$ cat src/rtl/music_pkg.sv
// rtl/music_pkg.sv - shared types and sizes for the voice allocator and noteCore array
package music_pkg;

    localparam int NUM_TRACKS  = 2;
    localparam int PACKET_SIZE = 24;

    typedef logic [PACKET_SIZE-1:0] packetType;

    typedef enum logic [1:0] {
        IDLE    = 2'd0,
        ATTACK  = 2'd1,
        SUSTAIN = 2'd2,
        RELEASE = 2'd3
    } voiceState_t;

    typedef struct packed {
        logic        noteOn;
        logic [15:0] tuneWord;
        logic [7:0]  volume;
    } noteEvent_t;

endpackage

$ cat src/rtl/voice_envelope.sv
// rtl/voice_envelope.sv - one voice: state, tune word and linear attack/release volume ramp
module voice_envelope
    import music_pkg::*;
#(
    parameter int ATTACK_STEP  = 8,
    parameter int RELEASE_STEP = 2
) (
    input  logic                   clk,
    input  logic                   reset,
    input  logic                   tick,
    input  logic                   cmd_load,
    input  logic                   cmd_retrig,
    input  logic                   cmd_release,
    input  logic [15:0]            cmd_tune,
    input  logic [7:0]             cmd_target,
    output logic [1:0]             state_o,
    output logic [PACKET_SIZE-1:0] packet_o
);

    localparam logic [8:0] A_STEP = 9'(ATTACK_STEP);
    localparam logic [8:0] R_STEP = 9'(RELEASE_STEP);

    voiceState_t state_q, state_d;
    logic [15:0] tune_q, tune_d;
    logic [7:0]  target_q, target_d;
    logic [7:0]  vol_q, vol_d;
    logic [8:0]  up_sum, down_sum, rel_sum, over;

    always_comb begin
        state_d  = state_q;
        tune_d   = tune_q;
        target_d = target_q;
        vol_d    = vol_q;
        up_sum   = {1'b0, vol_q} + A_STEP;
        down_sum = {1'b0, vol_q} - A_STEP;
        rel_sum  = {1'b0, vol_q} - R_STEP;
        over     = {1'b0, vol_q} - {1'b0, target_q};

        // an event on this voice takes priority and the voice skips any coincident tick
        if (cmd_load) begin
            tune_d   = cmd_tune;
            target_d = cmd_target;
            vol_d    = 8'd0;
            state_d  = ATTACK;
        end else if (cmd_retrig) begin
            target_d = cmd_target;
            state_d  = ATTACK;
        end else if (cmd_release) begin
            state_d  = RELEASE;
        end else if (tick) begin
            case (state_q)
                ATTACK: begin
                    if (vol_q < target_q) begin
                        if (up_sum >= {1'b0, target_q}) begin
                            vol_d   = target_q;
                            state_d = SUSTAIN;
                        end else begin
                            vol_d = up_sum[7:0];
                        end
                    end else if (vol_q > target_q) begin
                        if (over <= A_STEP) begin
                            vol_d   = target_q;
                            state_d = SUSTAIN;
                        end else begin
                            vol_d = down_sum[7:0];
                        end
                    end else begin
                        state_d = SUSTAIN;
                    end
                end
                RELEASE: begin
                    if ({1'b0, vol_q} <= R_STEP) begin
                        vol_d    = 8'd0;
                        tune_d   = 16'd0;
                        target_d = 8'd0;
                        state_d  = IDLE;
                    end else begin
                        vol_d = rel_sum[7:0];
                    end
                end
                default: ;
            endcase
        end
    end

    always_ff @(posedge clk or negedge reset) begin
        if (!reset) begin
            state_q  <= IDLE;
            tune_q   <= 16'd0;
            target_q <= 8'd0;
            vol_q    <= 8'd0;
        end else begin
            state_q  <= state_d;
            tune_q   <= tune_d;
            target_q <= target_d;
            vol_q    <= vol_d;
        end
    end

    assign state_o  = state_q;
    assign packet_o = (state_q == IDLE) ? '0 : {tune_q, vol_q};

endmodule

$ cat src/rtl/voice_allocator.sv
// rtl/voice_allocator.sv - polyphonic note event scheduler with oldest-voice stealing
module voice_allocator
    import music_pkg::PACKET_SIZE, music_pkg::voiceState_t, music_pkg::noteEvent_t,
           music_pkg::IDLE, music_pkg::ATTACK, music_pkg::SUSTAIN;
#(
    parameter int NUM_TRACKS   = 2,
    parameter int RAMP_DIV     = 256,
    parameter int ATTACK_STEP  = 8,
    parameter int RELEASE_STEP = 2
) (
    input  logic                              clk,
    input  logic                              reset,
    input  logic                              evValid,
    output logic                              evReady,
    input  logic                              evNoteOn,
    input  logic [15:0]                       evTuneWord,
    input  logic [7:0]                        evVolume,
    output logic [NUM_TRACKS*PACKET_SIZE-1:0] notePackets,
    output logic [NUM_TRACKS-1:0]             voiceBusy,
    output logic                              stealPulse
);

    localparam int AGE_W = (NUM_TRACKS > 1) ? $clog2(NUM_TRACKS) : 1;
    localparam int CNT_W = $clog2(RAMP_DIV);
    localparam logic [AGE_W-1:0] AGE_MAX = AGE_W'(NUM_TRACKS - 1);

    typedef enum logic {
        EV_ACCEPT  = 1'b0,
        EV_PROCESS = 1'b1
    } evState_t;

    evState_t         ev_state_q, ev_state_d;
    logic             ev_ready_q, ev_ready_d;
    noteEvent_t       ev_q, ev_d;
    logic             steal_q, steal_d;
    logic [CNT_W-1:0] cnt_q, cnt_d;
    logic [AGE_W-1:0] age_q [NUM_TRACKS];
    logic [AGE_W-1:0] age_d [NUM_TRACKS];

    logic                  tick;
    logic                  note_on;
    logic [15:0]           ev_tune;
    logic [7:0]            ev_vol;
    logic [AGE_W-1:0]      old_age;
    logic [NUM_TRACKS-1:0] v_busy, hit_oh, idle_oh, rel_oh, old_oh, sel_oh;
    logic [NUM_TRACKS-1:0] cmd_load, cmd_retrig, cmd_release;
    logic [2*NUM_TRACKS-1:0] state_flat;
    voiceState_t           v_state [NUM_TRACKS];
    logic [15:0]           v_tune  [NUM_TRACKS];

    assign tick    = (cnt_q == CNT_W'(RAMP_DIV - 1));
    assign cnt_d   = cnt_q + CNT_W'(1);
    assign ev_tune = ev_q.tuneWord;
    assign ev_vol  = ev_q.volume;
    assign note_on = ev_q.noteOn && (ev_q.volume != 8'd0);

    // per-voice candidates: retrigger hit, free voice, note-off target, oldest voice
    always_comb begin
        hit_oh  = '0;
        idle_oh = '0;
        rel_oh  = '0;
        old_oh  = '0;
        old_age = '0;
        v_busy  = '0;
        for (int i = 0; i < NUM_TRACKS; i++) begin
            v_state[i] = voiceState_t'(state_flat[2*i +: 2]);
            v_tune[i]  = notePackets[PACKET_SIZE*i + 8 +: 16];
            v_busy[i]  = (v_state[i] != IDLE);
            if (v_busy[i] && v_tune[i] == ev_tune && hit_oh == '0)
                hit_oh[i] = 1'b1;
            if (!v_busy[i] && idle_oh == '0)
                idle_oh[i] = 1'b1;
            if ((v_state[i] == ATTACK || v_state[i] == SUSTAIN) && v_tune[i] == ev_tune
                && rel_oh == '0)
                rel_oh[i] = 1'b1;
            if (old_oh == '0 || age_q[i] > old_age) begin
                old_oh    = '0;
                old_oh[i] = 1'b1;
                old_age   = age_q[i];
            end
        end
        if (hit_oh != '0)
            sel_oh = hit_oh;
        else if (idle_oh != '0)
            sel_oh = idle_oh;
        else
            sel_oh = old_oh;
    end

    always_comb begin
        ev_state_d  = ev_state_q;
        ev_ready_d  = ev_ready_q;
        ev_d        = ev_q;
        steal_d     = 1'b0;
        age_d       = age_q;
        cmd_load    = '0;
        cmd_retrig  = '0;
        cmd_release = '0;
        if (ev_state_q == EV_ACCEPT) begin
            ev_ready_d = 1'b1;
            if (evValid && ev_ready_q) begin
                ev_d.noteOn   = evNoteOn;
                ev_d.tuneWord = evTuneWord;
                ev_d.volume   = evVolume;
                ev_state_d    = EV_PROCESS;
                ev_ready_d    = 1'b0;
            end
        end else begin
            ev_state_d = EV_ACCEPT;
            ev_ready_d = 1'b1;
            if (note_on) begin
                cmd_retrig = hit_oh;
                cmd_load   = (hit_oh == '0) ? sel_oh : '0;
                steal_d    = (hit_oh == '0) && (idle_oh == '0);
                for (int i = 0; i < NUM_TRACKS; i++) begin
                    if (sel_oh[i])
                        age_d[i] = '0;
                    else if (v_busy[i] && age_q[i] != AGE_MAX)
                        age_d[i] = age_q[i] + AGE_W'(1);
                end
            end else begin
                cmd_release = rel_oh;
            end
        end
    end

    always_ff @(posedge clk or negedge reset) begin
        if (!reset) begin
            ev_state_q <= EV_ACCEPT;
            ev_ready_q <= 1'b0;
            ev_q       <= '0;
            steal_q    <= 1'b0;
            cnt_q      <= '0;
            for (int i = 0; i < NUM_TRACKS; i++)
                age_q[i] <= '0;
        end else begin
            ev_state_q <= ev_state_d;
            ev_ready_q <= ev_ready_d;
            ev_q       <= ev_d;
            steal_q    <= steal_d;
            cnt_q      <= cnt_d;
            for (int i = 0; i < NUM_TRACKS; i++)
                age_q[i] <= age_d[i];
        end
    end

    voice_envelope #(
        .ATTACK_STEP (ATTACK_STEP),
        .RELEASE_STEP(RELEASE_STEP)
    ) u_voice [NUM_TRACKS-1:0] (
        .clk        (clk),
        .reset      (reset),
        .tick       (tick),
        .cmd_load   (cmd_load),
        .cmd_retrig (cmd_retrig),
        .cmd_release(cmd_release),
        .cmd_tune   (ev_tune),
        .cmd_target (ev_vol),
        .state_o    (state_flat),
        .packet_o   (notePackets)
    );

    assign voiceBusy  = v_busy;
    assign evReady    = ev_ready_q;
    assign stealPulse = steal_q;

endmodule
$ cat config.mk
export PLATFORM = sky130hd
export DESIGN_NAME = voice_allocator
export DESIGN_NICKNAME = d
export VERILOG_FILES = /design/src/rtl/music_pkg.sv /design/src/rtl/voice_envelope.sv /design/src/rtl/voice_allocator.sv
export SDC_FILE = /design/constraint.sdc
export NUM_CORES = 1
export LEC_CHECK = 0
export BUFFER_PORTS_ARGS = -buffer_cell sky130_fd_sc_hd__buf_4
export CELL_PAD_IN_SITES_DETAIL_PLACEMENT = 0
export CELL_PAD_IN_SITES_GLOBAL_PLACEMENT = 1
export CORE_ASPECT_RATIO = 0.75
export CORE_MARGIN = 5
export CORE_UTILIZATION = 29
export CTS_CLUSTER_SIZE = 25
export DETAILED_ROUTE_END_ITERATION = 8
export MAX_ROUTING_LAYER = met4
export PLACE_DENSITY_LB_ADDON = 0.08
export SKIP_CTS_REPAIR_TIMING = 1
export SYNTH_ARGS = -nofsm -noshare
export SYNTH_HDL_FRONTEND = slang
export SYNTH_SLANG_ARGS = --single-unit
$ cat constraint.sdc
create_clock -name clk -period 3.77 [get_ports clk]
set_clock_uncertainty 0.15 [all_clocks]
set_input_delay 0.9425 -clock clk [delete_from_list [all_inputs] [get_ports clk]]
set_output_delay 0.9425 -clock clk [all_outputs]
set_load 0.005 [all_outputs]
# After elaboration in Yosys (flattened, before gate mapping)
# Index checks and enable logic that the tools add are counted.
[totals]
register_bits = 106
latchBits = 0
ram_bits = 0
romBits = 0
input_bits = 28
out_inout_bits = 52
word_cells = 214
n_memories = 0
[classes]
add_sub_neg = 11
multipliers = 0
div_mod_pow = 0
magnitude_cmp = 11
n_eq_ne = 23
shift = 0
n_mux = 92
n_bitwise = 5
reduce_logical = 55
[ops]
columns = ["cell", "count"]
rows = [
  ["two-way mux 8 bit", 30],
  ["two-way mux 16 bit", 12],
  ["two-way mux 2 bit", 28],
  ["two-way mux 24 bit", 2],
  ["equality test 16 bit", 2],
  ["case mux 8 bit (2 select lines)", 2],
  ["AND reduction 5 bit", 6],
  ["nonzero test 2 bit", 12],
  ["nonzero test 3 bit", 8],
  ["adder 8 x 4 -> 9 bit (second input constant)", 2],
  ["greater-or-equal comparator 9 x 8 -> 1 bit", 2],
  ["<= comparator 9 x 4 -> 1 bit (second input constant)", 2],
  ["subtractor 8 x 8 -> 9 bit", 2],
  ["greater-than comparator 8 bit", 2],
  ["<= comparator 8 x 2 -> 1 bit (second input constant)", 2],
  ["less-than comparator 8 bit", 2],
  ["two-way mux 1 bit", 16],
  ["subtractor 8 x 2 -> 8 bit (second input constant)", 2],
  ["subtractor 8 x 4 -> 8 bit (second input constant)", 2],
  ["!= test 7 x 6 -> 1 bit (second input constant)", 2],
  ["logical AND 1 bit", 12],
  ["!= test 6 bit (second input constant)", 2],
  ["!= test 5 x 4 -> 1 bit (second input constant)", 2],
  ["nonzero test 5 bit", 2],
  ["other kinds (19)", 41],
]

# Logic depth before layout (Yosys ltp)
[depth]
depth_word = 15
depth_mapped = 13
mapped_depth_nobuf = 11

# By module
# Synthesis repeated with hierarchy kept, for this count alone.
[hier_totals]
cells_unflattened = 798
area_unflattened_um2 = 6995.5
[modules_own_cells]
columns = ["module", "n_inst", "cells_per_inst", "area_each_um2", "seq_area_each_um2"]
rows = [
  ["voice_envelope at u_voice[0]", 1, 292, 2544.9, 850.8],
  ["voice_envelope at u_voice[1]", 1, 287, 2493.6, 850.8],
  ["voice_allocator", 1, 219, 1956.9, 950.9],
]

# Least setup slack after synthesis
# Ideal clock, no wire load.
[synth_timing]
path_type = "register -> register"
startpoint = "reg u_voice[1].vol_q[5]"
endpoint = "reg u_voice[1].vol_q[6]"
setup_ns = 0.104
arrival_ns = 2.927
required_time_ns = 3.516
path_slack_ns = 0.589
stages_incl_launch_ff = 12
n_path_buf = 1
synth_period_minus_slack_ns = 3.181
cell_sequence = "dfrtp_1 -> clkbuf_1 -> nand3_1 -> xnor2_1 -> ha_1 -> a21oi_1 -> o22ai_1 -> nor4_2 -> o32ai_2 -> and2_1 -> or4b_1 -> o311ai_1"
[synth_between]
elab_chain_len = 10
elab_cells_between_ends = 21
cone_classes = "4 x add/sub; 5 x order compare; 1 x eq/ne; 10 x mux; 1 x reduce/logical"
[synth_lines]
columns = ["element", "line", "text"]
rows = [
  ["from (decl)", "voice_envelope.sv:26", "logic [7:0] vol_q, vol_d;"],
  ["from (signal assigned)", "voice_envelope.sv:96", "vol_q <= vol_d;"],
  ["subtractor 8 x 8 -> 9 bit", "voice_envelope.sv:37", "over = {1'b0, vol_q} - {1'b0, target_q};"],
  ["<= comparator 9 x 4 -> 1 bit", "voice_envelope.sv:61", "if (over <= A_STEP) begin"],
  ["two-way mux 8 bit", "voice_envelope.sv:61", ""],
  ["two-way mux 8 bit", "voice_envelope.sv:60", "end else if (vol_q > target_q) begin"],
  ["two-way mux 8 bit", "voice_envelope.sv:53", "if (vol_q < target_q) begin"],
  ["case mux 8 bit (2 select lines)", "voice_envelope.sv:51", "case (state_q)"],
  ["two-way mux 8 bit", "voice_envelope.sv:50", "end else if (tick) begin"],
  ["two-way mux 8 bit", "voice_envelope.sv:48", "end else if (cmd_release) begin"],
  ["two-way mux 8 bit", "voice_envelope.sv:45", "end else if (cmd_retrig) begin"],
  ["two-way mux 8 bit", "voice_envelope.sv:40", "if (cmd_load) begin"],
]
# Several ways; a longest one is shown, not always the timed one. The select of a mux whose other input is x is not followed.
# A chain may end at the register's enable or synchronous reset.

# Worst setup path after layout
[layout_timing]
startpoint = "reg u_voice[1].vol_q[3]"
endpoint = "reg u_voice[1].vol_q[1]"
# Same word-level chain as after synthesis.

==> metrics <==
CP Max Fanout 9; Root Buffer clkbuf_16; CTS Sinks 106; commonest non-fill, non-tap cells in the layout buf_4 (113), nand2_1 (112), dfrtp_1 (106); die area 0.0294 mm²; sequential power share 27.5%; Synth Cell Area 0.00755 mm²; status finished, final reports clean; WL per Instance 19.1 µm; Finished Layout Cells 1282; Comb pwr share 58.3%; Area growth syn-to-layout 19.1%; crit path kind reg -> reg; VDD IR max 0.000301 V; WHS Endpoint cnt_q[7]; largest area contributor in the netlist dfrtp_1; largest cells by area after synthesis dfrtp_1 (35%), ha_1 (6.8%), a22o_1 (5.7%); Slew headroom 45.6%; clk_lat worst skew 0.36 ns; post-place setup slack 0.0719 ns; Final ANT Viol Nets 0; setup violators final 0; switch share 45.6%; GRT Total Usage 17.1%; Synth top area share 35.1%; power share of the clock group 14.3%; port bufs 79; Cell Chain, Critical Path inv_1 -> ha_1 -> a41o_1 -> o221ai_1 -> a2111o_1 -> o32ai_2 -> o31a_2 -> mux2_1; minimum clock period 3.52 ns; GPL Wtd Cong 0.885; cell internal pwr 4.04 mW; largest net degree at the start of global routing 42; Core Region 0.0258 mm²; Worst path slowest cell o32ai_2; post-synthesis sequential area ratio 35.1%; Post-Syn Nets 927; Placed Cells 1266; setup slack after layout 0.252 ns; grt total ovfl 0; Syn Area/Cell 8.81 µm²; CP peak stage delay 0.63 ns; Worst Path Required 3.87 ns; Crit. End Element flop; wirelength, routed 24400 µm; Tot Pwr 7.43 mW; clock transition at the registers of the reported paths 0.08 ns; RSZ-0062 raised after global routing no; async set or reset register ratio after synthesis 100%; drt pass-1 iters 4; share of post-route cells with drive strength above 1 17.4%; Yosys cell types 94; First DRT Iteration DRCs 367; Reg2Reg Depth 8; hpwl dp 18600 µm; r2r startpoint u_voice[1].vol_q[3]; number of synthesized register bits 106; I/O pins 80; via/cell ratio 5.28; Pwr Density 826 mW/mm²; Clock Path Buffers 2; Layout Nets 1002; Cells after Synth 858; DIE WIDTH 196 µm; r2r setup slk 0.25 ns; fin. max-slew vios 0; n_diodes 0; DRC viols 0; antenna violations before repair 0; CTS tree built; die height 150 µm; global-route wire length before repair 38500 µm; worst-margin pin slew 0.815 ns; Synth Flop Type dfrtp_1; Tcrit/Tclk final 93.3%; setup tns final 0 ns; Worst setup SP type flop; Hold Crit Class reg -> reg; fmax 284 MHz; Yosys warning count 0; most common cell after layout, fill and taps aside buf_4; switching pwr 3.39 mW; Post-synth EDFFs 0; vias 6767; H-Tree Depth 3; worst hold path cell count 1; TritonCTS Buffers 9; number of global-route vias before repair 6716; crit path DAT 3.62 ns; endpoint of the worst register-to-register path u_voice[1].vol_q[1]; Hold Violations, Final 0; Core Rows 51; Leakage 4.09 nW; Starting Density 29.2%; worst hold start cnt_q[7]; max_cap viols 0
## power by group through the flow
stage | Clock [mW] | Sequential (mW) | Combinational, mW
6_report | 1.06 | 2.04 | 4.33
3_3_place_gp | 0 | 2.05 | 4.16
2_1_floorplan | 0 | 1.77 | 3.00
4_1_cts | 1.10 | 2.05 | 4.23
5_1_grt | 1.15 | 2.10 | 4.79
3_5_place_dp | 0 | 2.06 | 4.21
## area by class of cell
type	count	area, µm²
Fill cell	2685	16800
Timing Repair Buffer	114	868
Tap cell	344	430
Sequential cell	106	2650
Inverter	42	158
Clock inverter	7	101
Multi-Input combinational cell	660	4560
Clock buffer	9	225
## worst max path at each step
stage,from,to,slack (ns),cells past startpoint
after floorplan,u_voice[1].vol_q[5],u_voice[1].vol_q[6],0.59,11
after global placement,u_voice[1].vol_q[3],u_voice[1].vol_q[6],0.10,9
after detailed placement,u_voice[1].vol_q[3],u_voice[1].vol_q[6],0.07,9
after CTS,u_voice[1].vol_q[3],u_voice[1].vol_q[6],0.05,9
after global routing,u_voice[0].state_o[0],u_voice[1].vol_q[3],0.04,12
final,u_voice[1].vol_q[3],u_voice[1].vol_q[1],0.25,8
## metrics by stage
stage               util, %  cell area (µm²)  hold WS (ns)
finish                 34.8             8990         0.330
global route           34.8             8990         0.344
CTS                    34.6             8950         0.332
detailed placement     33.4             8620         0.321
global placement       33.4             8620         0.300
floorplan                 -             7550         0.286
## cell usage after synthesis, types with 9 or more instances
cell type and count:
xor2_1 14, nand2b_1 14, clkbuf_1 21, nor2b_1 46, inv_1 38, a21oi_1 18, a22o_1 49, and3_1 10
ha_1 41, a31oi_1 10, o21ai_1 9, dfrtp_1 106, nor2_1 79, o21ai_0 29, xnor2_1 25, nand3_1 17
buf_2 21, nor3_1 14, nand3b_1 9, a32oi_1 12, nand2_1 112
## registers in the layout, summed over array words and instances, names as in the netlist
| signal | cells |
|---|---|
| stealPulse | 1 |
| u_voice.vol_q | 16 |
| cnt_q | 8 |
| age_q | 2 |
| u_voice.target_q | 16 |
| u_voice.state_o | 4 |
| ev_tune | 16 |
| ev_q | 1 |
| evReady | 1 |
| ev_vol | 8 |
| ev_state_q | 1 |
| u_voice.tune_q | 32 |
## routing by layer
metal / GRT usage (%) / share of wire (%) / up-vias
met3: 3.24 / 4.3 / 26
met2: 25.1 / 44 / 158
met1: 24.5 / 50 / 3332
met4: 3.73 / 1.3 / 0
met5: - / 0 / -
li1: - / - / 3251
## critical path, delay by kind of cell (launching register included)
| family | cells | cell delay, ns |
|---|---|---|
| buf+inv | 1 | 0.21 |
| flops | 1 | 0.60 |
| mux | 1 | 0.32 |
| fa+ha+maj | 1 | 0.45 |
| compound gates | 5 | 1.68 |
## cell families (layout without fill, tap and decap cells)
family / count (synthesis) / in the layout / synth area share, %
adder cells (fa/ha/maj): 41 / 41 / 6.79
XOR/XNOR: 39 / 39 / 4.52
AND/OR/NAND/NOR: 362 / 362 / 24.8
AO/OA/AOI/OAI: 211 / 211 / 22.4
buffers and inverters: 92 / 172 / 5.37
flip-flops: 106 / 106 / 35.1
multiplexers: 7 / 7 / 0.977
(Power assumes the default switching activity.)
